$ cat config.mk
export PLATFORM = sky130hd
export DESIGN_NAME = cpu_mcycle_seq_flat
export DESIGN_NICKNAME = d
export VERILOG_FILES = /design/src/rtl/cpu_mcycle_seq_pkg.sv /design/src/rtl/cpu_mcycle_seq_if.sv /design/src/rtl/cpu_mcycle_seq_tstate_ctr.sv /design/src/rtl/cpu_mcycle_seq.sv /design/src/flat_wrapper.sv
export SDC_FILE = /design/constraint.sdc
export NUM_CORES = 1
export LEC_CHECK = 0
export ABC_AREA = 1
export BUFFER_PORTS_ARGS = -buffer_cell sky130_fd_sc_hd__clkbuf_2
export CAP_MARGIN = 30
export CORE_ASPECT_RATIO = 0.7
export CORE_MARGIN = 1.5
export CORE_UTILIZATION = 24
export CTS_BUF_LIST = sky130_fd_sc_hd__clkbuf_4 sky130_fd_sc_hd__clkbuf_8
export DETAILED_ROUTE_END_ITERATION = 16
export SLEW_MARGIN = 15
export SYNTH_ARGS = -nofsm -noshare
export SYNTH_HDL_FRONTEND = slang
export SYNTH_SLANG_ARGS = --single-unit
$ cat constraint.sdc
create_clock -name clk -period 1.6 [get_ports clk]
set_clock_uncertainty 0.1 [all_clocks]
set_input_delay 0.32 -clock clk [delete_from_list [all_inputs] [get_ports clk]]
set_output_delay 0.32 -clock clk [all_outputs]
set_load 0.05 [all_outputs]
$ cat src/rtl/cpu_mcycle_seq_pkg.sv
// Shared types and constants for the SM83 M-cycle/T-state sequencer.
package cpu_seq_pkg;

  // Width of the M-cycle index (M1..M6 -> 0..5)
  localparam int MCYC_W = 3;

  // One-hot T-state encoding, T1 in bit 0
  typedef logic [3:0] tstate_t;
  localparam tstate_t T1 = 4'b0001;
  localparam tstate_t T2 = 4'b0010;
  localparam tstate_t T3 = 4'b0100;
  localparam tstate_t T4 = 4'b1000;

  // Address source for the bus interface
  typedef enum logic [1:0] {
    ADR_PC = 2'b00,
    ADR_HL = 2'b01,
    ADR_SP = 2'b10,
    ADR_WZ = 2'b11
  } adr_sel_t;

  // Run/halt control state
  typedef enum logic {
    ST_RUN  = 1'b0,
    ST_HALT = 1'b1
  } halt_st_t;

endpackage

$ cat src/rtl/cpu_mcycle_seq_if.sv
// Decoder hints in, bus strobes and sequencing status out.
// master = sequencer side, slave = decoder/bus side.
interface cpu_mcycle_seq_if;
  import cpu_seq_pkg::*;

  logic              ce;
  logic              dec_mcyc_last;
  logic              dec_bus_rd;
  logic              dec_bus_wr;
  adr_sel_t          dec_adr_sel;
  logic              halt_req;
  logic              wake;

  tstate_t           t_state;
  logic [MCYC_W-1:0] m_cycle;
  logic              m1;
  adr_sel_t          adr_sel;
  logic              mem_rd;
  logic              mem_wr;
  logic              ir_load;
  logic              pc_inc;
  logic              reg_we;
  logic              instr_done;
  logic              halted;
  logic              seq_err;

  modport master (
    input  ce, dec_mcyc_last, dec_bus_rd, dec_bus_wr, dec_adr_sel, halt_req, wake,
    output t_state, m_cycle, m1, adr_sel, mem_rd, mem_wr, ir_load, pc_inc,
           reg_we, instr_done, halted, seq_err
  );

  modport slave (
    output ce, dec_mcyc_last, dec_bus_rd, dec_bus_wr, dec_adr_sel, halt_req, wake,
    input  t_state, m_cycle, m1, adr_sel, mem_rd, mem_wr, ir_load, pc_inc,
           reg_we, instr_done, halted, seq_err
  );

endinterface

$ cat src/rtl/cpu_mcycle_seq_tstate_ctr.sv
// One-hot T1..T4 ring counter, advancing only on ce.
module cpu_tstate_ctr
  import cpu_seq_pkg::*;
(
  input  logic    clk,
  input  logic    rst,
  input  logic    i_ce,
  output tstate_t o_t_state,
  output logic    o_t4_ce
);

  tstate_t r_t_state;

  // Rotate the one-hot T state left on each enabled clock
  always_ff @(posedge clk or posedge rst) begin
    if (rst) begin
      r_t_state <= T1;
    end else if (i_ce) begin
      r_t_state <= {r_t_state[2:0], r_t_state[3]};
    end
  end

  assign o_t_state = r_t_state;
  // Single-clock strobe marking the end of the current machine cycle
  assign o_t4_ce   = r_t_state[3] & i_ce;

endmodule

$ cat src/rtl/cpu_mcycle_seq.sv
// SM83 M-cycle/T-state sequencer: M counter, HALT control and strobe decode.
module cpu_mcycle_seq #(
  parameter int MCYC_MAX = 6
) (
  input  logic             clk,
  input  logic             reset,
  cpu_mcycle_seq_if.master bus
);
  import cpu_seq_pkg::*;

  localparam logic [MCYC_W-1:0] M_LAST = MCYC_W'(MCYC_MAX - 1);

  tstate_t           w_t_state;
  logic              w_t4_ce;
  halt_st_t          r_state;
  halt_st_t          w_state_next;
  logic [MCYC_W-1:0] r_m_cycle;
  logic [MCYC_W-1:0] w_m_next;
  logic              r_seq_err;
  logic              w_err_next;

  logic              w_run;
  logic              w_m1;
  logic              w_t12;
  logic              w_t23;
  adr_sel_t          w_adr_sel;
  logic              w_mem_rd;
  logic              w_mem_wr;
  logic              w_ir_load;
  logic              w_pc_inc;
  logic              w_reg_we;
  logic              w_instr_done;

  cpu_tstate_ctr u_tstate (
    .clk       (clk),
    .rst       (reset),
    .i_ce      (bus.ce),
    .o_t_state (w_t_state),
    .o_t4_ce   (w_t4_ce)
  );

  // Sequencer state register: run/halt, M index and sticky overflow flag
  always_ff @(posedge clk or posedge reset) begin
    if (reset) begin
      r_state   <= ST_RUN;
      r_m_cycle <= '0;
      r_seq_err <= 1'b0;
    end else begin
      r_state   <= w_state_next;
      r_m_cycle <= w_m_next;
      r_seq_err <= w_err_next;
    end
  end

  // Next-state: M-cycle stepping, overflow recovery and HALT entry/exit, all at T4
  always_comb begin
    w_state_next = r_state;
    w_m_next     = r_m_cycle;
    w_err_next   = r_seq_err;
    if (w_t4_ce) begin
      if (r_state == ST_HALT) begin
        // M index is already 0 while halted; only a wake can leave
        if (bus.wake) begin
          w_state_next = ST_RUN;
        end
      end else if (bus.dec_mcyc_last) begin
        w_m_next = '0;
        // A pending interrupt at the same T4 cancels the HALT
        if (bus.halt_req && !bus.wake) begin
          w_state_next = ST_HALT;
        end
      end else if (r_m_cycle == M_LAST) begin
        // Runaway instruction: restart at M1 and flag it
        w_m_next   = '0;
        w_err_next = 1'b1;
      end else begin
        w_m_next = r_m_cycle + MCYC_W'(1);
      end
    end
  end

  assign w_run = (r_state == ST_RUN);
  assign w_m1  = (r_m_cycle == '0);
  assign w_t12 = w_t_state[0] | w_t_state[1];
  assign w_t23 = w_t_state[1] | w_t_state[2];

  // Strobe decode; reset forces every strobe low without waiting for a clock
  always_comb begin
    w_adr_sel    = ADR_PC;
    w_mem_rd     = 1'b0;
    w_mem_wr     = 1'b0;
    w_ir_load    = 1'b0;
    w_pc_inc     = 1'b0;
    w_reg_we     = 1'b0;
    w_instr_done = 1'b0;
    if (!reset && w_run) begin
      if (w_m1) begin
        w_mem_rd  = w_t12;
        w_ir_load = w_t_state[2] & bus.ce;
        w_pc_inc  = w_t_state[2] & bus.ce;
      end else begin
        w_adr_sel = bus.dec_adr_sel;
        w_mem_rd  = w_t12 & bus.dec_bus_rd;
        // Read wins when the decoder asks for both
        w_mem_wr  = w_t23 & bus.dec_bus_wr & !bus.dec_bus_rd;
      end
      w_reg_we     = w_t4_ce & bus.dec_mcyc_last;
      w_instr_done = w_t4_ce & bus.dec_mcyc_last;
    end
  end

  assign bus.t_state    = w_t_state;
  assign bus.m_cycle    = r_m_cycle;
  assign bus.m1         = w_m1;
  assign bus.adr_sel    = w_adr_sel;
  assign bus.mem_rd     = w_mem_rd;
  assign bus.mem_wr     = w_mem_wr;
  assign bus.ir_load    = w_ir_load;
  assign bus.pc_inc     = w_pc_inc;
  assign bus.reg_we     = w_reg_we;
  assign bus.instr_done = w_instr_done;
  assign bus.halted     = (r_state == ST_HALT);
  assign bus.seq_err    = r_seq_err;

endmodule

$ cat src/flat_wrapper.sv
// flat-port wrapper written by rule: the top's interface ports become plain ports
module cpu_mcycle_seq_flat import cpu_seq_pkg::*;
#(
  parameter int MCYC_MAX = 6
)
  (clk, reset, bus_ce, bus_dec_mcyc_last, bus_dec_bus_rd, bus_dec_bus_wr, bus_dec_adr_sel, bus_halt_req, bus_wake, bus_t_state, bus_m_cycle, bus_m1, bus_adr_sel, bus_mem_rd, bus_mem_wr, bus_ir_load, bus_pc_inc, bus_reg_we, bus_instr_done, bus_halted, bus_seq_err);
  cpu_mcycle_seq_if bus_i ();
  input  logic clk;
  input  logic reset;
  input wire logic [$bits(bus_i.ce)-1:0] bus_ce;
  input wire logic [$bits(bus_i.dec_mcyc_last)-1:0] bus_dec_mcyc_last;
  input wire logic [$bits(bus_i.dec_bus_rd)-1:0] bus_dec_bus_rd;
  input wire logic [$bits(bus_i.dec_bus_wr)-1:0] bus_dec_bus_wr;
  input wire logic [$bits(bus_i.dec_adr_sel)-1:0] bus_dec_adr_sel;
  input wire logic [$bits(bus_i.halt_req)-1:0] bus_halt_req;
  input wire logic [$bits(bus_i.wake)-1:0] bus_wake;
  output wire logic [$bits(bus_i.t_state)-1:0] bus_t_state;
  output wire logic [$bits(bus_i.m_cycle)-1:0] bus_m_cycle;
  output wire logic [$bits(bus_i.m1)-1:0] bus_m1;
  output wire logic [$bits(bus_i.adr_sel)-1:0] bus_adr_sel;
  output wire logic [$bits(bus_i.mem_rd)-1:0] bus_mem_rd;
  output wire logic [$bits(bus_i.mem_wr)-1:0] bus_mem_wr;
  output wire logic [$bits(bus_i.ir_load)-1:0] bus_ir_load;
  output wire logic [$bits(bus_i.pc_inc)-1:0] bus_pc_inc;
  output wire logic [$bits(bus_i.reg_we)-1:0] bus_reg_we;
  output wire logic [$bits(bus_i.instr_done)-1:0] bus_instr_done;
  output wire logic [$bits(bus_i.halted)-1:0] bus_halted;
  output wire logic [$bits(bus_i.seq_err)-1:0] bus_seq_err;
  assign bus_i.ce = bus_ce;
  assign bus_i.dec_mcyc_last = bus_dec_mcyc_last;
  assign bus_i.dec_bus_rd = bus_dec_bus_rd;
  assign bus_i.dec_bus_wr = bus_dec_bus_wr;
  assign bus_i.dec_adr_sel = bus_dec_adr_sel;
  assign bus_i.halt_req = bus_halt_req;
  assign bus_i.wake = bus_wake;
  assign bus_t_state = bus_i.t_state;
  assign bus_m_cycle = bus_i.m_cycle;
  assign bus_m1 = bus_i.m1;
  assign bus_adr_sel = bus_i.adr_sel;
  assign bus_mem_rd = bus_i.mem_rd;
  assign bus_mem_wr = bus_i.mem_wr;
  assign bus_ir_load = bus_i.ir_load;
  assign bus_pc_inc = bus_i.pc_inc;
  assign bus_reg_we = bus_i.reg_we;
  assign bus_instr_done = bus_i.instr_done;
  assign bus_halted = bus_i.halted;
  assign bus_seq_err = bus_i.seq_err;
  cpu_mcycle_seq #(.MCYC_MAX(MCYC_MAX)) u_core (.clk(clk), .reset(reset), .bus(bus_i));
endmodule
==> out/qor_table.md <==
| Parameter | Value | Unit |
|:---|:---|:---|
| Failing checks | negative setup slack | - |
| Core Util, Final | 0.4833 | - |
| Detail-routed via count per cell | 4.531 | - |
| Area enclosed by the die boundary | 2462 | um2 |
| Length of routed wiring on met1 | 674 | um |
| Clock tree from TritonCTS | built | - |
| Minimum setup slack among reg-to-reg paths | 0.39 | ns |
| Area growth from synthesis to layout | 81.25 | % |
| Maximum fanout count along the critical path | 4 | - |
| Internal Dissipation | 0.8332 | mW |
| Reg2Reg Launch Point | u_core.bus.m_cycle[1]$_DFFE_PP0P_ | - |
| Number of flops mapped to enable cells by yosys | 0 | - |
| Seq/Total Area, Yosys | 0.4351 | - |
| Leakage dissipation | 0.4844 | nW |
| WL met2 | 699 | um |
| Drt first pass iters | 3 | - |
| Crit path launch type | register | - |
| Total standard cell area after synthesis | 520.5 | um2 |
| Reported net switching power | 0.9166 | mW |
| Relative max-transition margin | 0.7633 | - |
| Setup crit start | u_core.bus.halted$_DFFE_PP0P_ | - |
| Top routing layer used | met4 | - |
| Post-Route Hold Slack | 0.1931 | ns |
| Weighted congestion reported at the end of routability-driven placement | 0.8387 | - |
| Global-route wire length before repair | 2449 | um |
| Drt total wl | 1436 | um |
| VDD IR-drop max | 0.0004227 | V |
| RSZ-0062 raised after global routing | yes | - |
| Hold Violations, Final | 0 | - |
| Fraction of synthesis flops using an asynchronous set or reset pin | 1.000 | - |
| Clock Sink Count | 9 | - |
| Cell at the root of the clock tree | sky130_fd_sc_hd__clkbuf_4 | - |
| Max Clk Rate | 564.5 | MHz |
| Worst endpoint data arrival time | 1.35 | ns |
| Number of nets in the synthesized netlist | 80 | - |
| Deepest clock path buffer count | 2 | - |
| Starting density of the core | 0.2667 | - |
| Clk pin slew, worst setup/hold paths | 0.08 | ns |
| Vias after detailed routing | 589 | - |
| Worst Reg2Reg Path Length in Cells | 7 | - |
| Max-slew violation total from the final report | 0 | - |
| Worst EP required | 1.18 | ns |
| Number of buffers created by CTS | 3 | - |
| Number of antenna-violating nets in the routed design | 0 | - |
| Htree depth | 1 | - |
| Number of nets in the final layout | 119 | - |
| Met3 WL post-DR | 58 | um |
| Unique cell type count in the Yosys netlist | 16 | - |
| Port bufs | 27 | - |
| Clock network fraction of design power | 0.103 | - |
| Post-route DRC | 0 | - |
| Number of antenna repair diodes | 0 | - |
| Clock latency on the worst-skew pair | 0.27 | ns |
| Min-Delay Path Class | in2reg | - |
| Synth Instances | 70 | - |
| CP Capture Type | output pin | - |
| Antenna violations before repair | 0 | - |
| Ratio of final minimum period to clock period | 1.107 | - |
| Critical Setup Path Class | reg2out | - |
| Final critical delay including setup and external delays | 1.772 | ns |
| Number of global-route vias before repair | 574 | - |
| Final routed wire length divided by cell count | 11.05 | um |
| I/O Pins | 28 | - |
| Max-cap check violation count | 0 | - |
| Die Width | 58.66 | um |
| Proportion of power drawn by combinational gates | 0.690 | - |
| Worst Tran Pin Value | 0.3547 | ns |
| Total power draw | 1.750 | mW |
| Most common flop cell mapped by yosys | sky130_fd_sc_hd__dfrtp_1 | - |
| Pwr per Cell Area | 1855 | nW/um2 |
| Number of design-rule violations left by the first detailed-router iteration | 6 | - |
| Worst setup endpoint | bus_ir_load | - |
| Largest net degree at the start of global routing | 10 | - |
| Status | complete, but fails checks | - |
| Die Ht | 41.97 | um |
| Relative contribution of sequential cells to total power | 0.208 | - |
| Overall global routing resource usage | 0.1348 | - |
| Cell row count | 13 | - |
| #FFs+latches synth | 9 | - |
| Detailed-placement wirelength estimate | 1110 | um |
| Fraction of power spent switching nets | 0.5238 | - |
| Final setup slack of the worst path | -0.1716 | ns |
| Average cell area after synthesis | 7.436 | um2 |
| Core area | 1952 | um2 |
| Reg2reg end | u_core.bus.m_cycle[1]$_DFFE_PP0P_ | - |
| Setup TNS Final | -0.8641 | ns |
| Synth warnings | 0 | - |
| Overall overflow remaining after global route | 0 | - |
| Proportion of layout cells with a drive suffix above 1 | 0.5833 | - |
| Final-report setup violation count | 9 | - |
==> power groups by stage <==
stage               logic, mW  registers, mW  clock network (mW)
floorplan               0.439          0.584                   0
detailed placement      0.909          0.352                   0
CTS                      1.11          0.361               0.187
finish                   1.21          0.364               0.179
global placement        0.902          0.349                   0
global route             1.28          0.374               0.199
==> state kept, by name (all words and copies together), names as in the netlist <==
name and cells:
u_core.bus.halted 1, u_core.bus.m_cycle 3, u_core.bus.seq_err 1, u_core.u_tstate.o_t_state 4
==> cells in the mapped netlist, types with 2 or more instances <==
cell type	instances	area, um2
sky130_fd_sc_hd__a21oi_1	3	15.01
sky130_fd_sc_hd__buf_4	2	15.01
sky130_fd_sc_hd__dfrtp_1	8	200.2
sky130_fd_sc_hd__inv_1	15	56.30
sky130_fd_sc_hd__nand2_1	14	52.55
sky130_fd_sc_hd__nand3_1	3	15.01
sky130_fd_sc_hd__nor2_1	8	30.03
sky130_fd_sc_hd__nor2_4	2	22.52
sky130_fd_sc_hd__nor3_1	2	10.01
sky130_fd_sc_hd__o21ai_0	7	35.03
==> cell type report <==
cell class / instances / area [um2]
Timing Repair Buffer: 37 / 305.3
Multi-Input combinational cell: 43 / 287.8
Clock inverter: 1 / 5.005
Clock buffer: 3 / 22.52
Inverter: 15 / 61.31
Sequential cell: 9 / 234.0
Tap cell: 22 / 27.53
Fill cell: 206 / 1008
==> per-stage QoR <==
stage / instances / area, um2 / setup slack [ns]
final: 130 / 943.4 / -0.1716
after detailed placement: 122 / 760.7 / -0.004021
after CTS: 128 / 895.9 / -0.1860
after global placement: 122 / 760.7 / -0.001904
after floorplan: 70 / 583.1 / -0.3384
after global routing: 130 / 943.4 / -0.2318
==> worst min-delay path by stage <==
stage / start / to / slack (ns) / cells past startpoint
finish: bus_halt_req / u_core.bus.halted$_DFFE_PP0P_ / 0.19 / 3
global route: bus_halt_req / u_core.bus.halted$_DFFE_PP0P_ / 0.20 / 3
CTS: bus_halt_req / u_core.bus.halted$_DFFE_PP0P_ / 0.18 / 3
detailed placement: reset / u_core.u_tstate.o_t_state[1]$_DFFE_PP0P_ / 0.22 / 2
global placement: reset / u_core.bus.seq_err$_DFFE_PP0P_ / 0.22 / 2
floorplan: reset / u_core.bus.seq_err$_DFFE_PP0P_ / 0.05 / 1
==> cells in the final DEF (no fill, tap or decap) <==
master                          Yosys  layout
sky130_fd_sc_hd__clkbuf_4           0       3
sky130_fd_sc_hd__o211ai_1           1       1
sky130_fd_sc_hd__dlygate4sd3_1      0       1
sky130_fd_sc_hd__nor2_1             8       4
sky130_fd_sc_hd__dfrtp_2            0       6
sky130_fd_sc_hd__buf_6              1       2
sky130_fd_sc_hd__a21oi_4            0       1
sky130_fd_sc_hd__inv_6              0       1
sky130_fd_sc_hd__clkinv_2           0       1
sky130_fd_sc_hd__o21ai_1            0       1
sky130_fd_sc_hd__nand2_4            1       2
sky130_fd_sc_hd__a21oi_1            3       2
sky130_fd_sc_hd__nand4_1            1       1
sky130_fd_sc_hd__nor2_4             2       6
sky130_fd_sc_hd__nand3_1            3       3
sky130_fd_sc_hd__buf_4              2       9
sky130_fd_sc_hd__dfstp_2            1       1
sky130_fd_sc_hd__nand2_2            1       3
sky130_fd_sc_hd__nor3_4             0       2
sky130_fd_sc_hd__nand2_1           14      11
sky130_fd_sc_hd__clkbuf_16          0       1
sky130_fd_sc_hd__o21ai_0            7       6
sky130_fd_sc_hd__inv_2              0       1
sky130_fd_sc_hd__inv_1             15      13
sky130_fd_sc_hd__buf_8              0       6
sky130_fd_sc_hd__dfrtp_1            8       2
sky130_fd_sc_hd__clkbuf_2           0      18
==> what timing repair did <==
action	in CTS	in global routing
pin swaps	3	3
gates resized for setup	22	15
hold endpoints to repair	8	0
hold buffers	1	0
buffers inserted	1	2
endpoints found under the setup margin	9	9
==> critical path: stages (launching register included) <==
cell and delay (ns):
sky130_fd_sc_hd__dfrtp_2 0.43, sky130_fd_sc_hd__nor2_4 0.13, sky130_fd_sc_hd__inv_2 0.08, sky130_fd_sc_hd__nor3_4 0.26
sky130_fd_sc_hd__buf_8 0.18
==> metal layers <==
layer,vias to the layer above,GRT usage
li1,294,-
met1,276,0.1606
met2,17,0.2112
met3,2,0.04984
met4,0,0.06818
met5,-,0
==> cell families (layout without fill, tap and decap cells) <==
| group | after synthesis | count (layout) | synth area share |
|---|---|---|---|
| and+or+nand+nor | 32 | 32 | 0.2957 |
| buffers and inverters | 18 | 56 | 0.1586 |
| DFF | 9 | 9 | 0.4351 |
| AOI/OAI and AO/OA | 11 | 11 | 0.1106 |
Note: power is estimated with default switching activity, not from simulation.
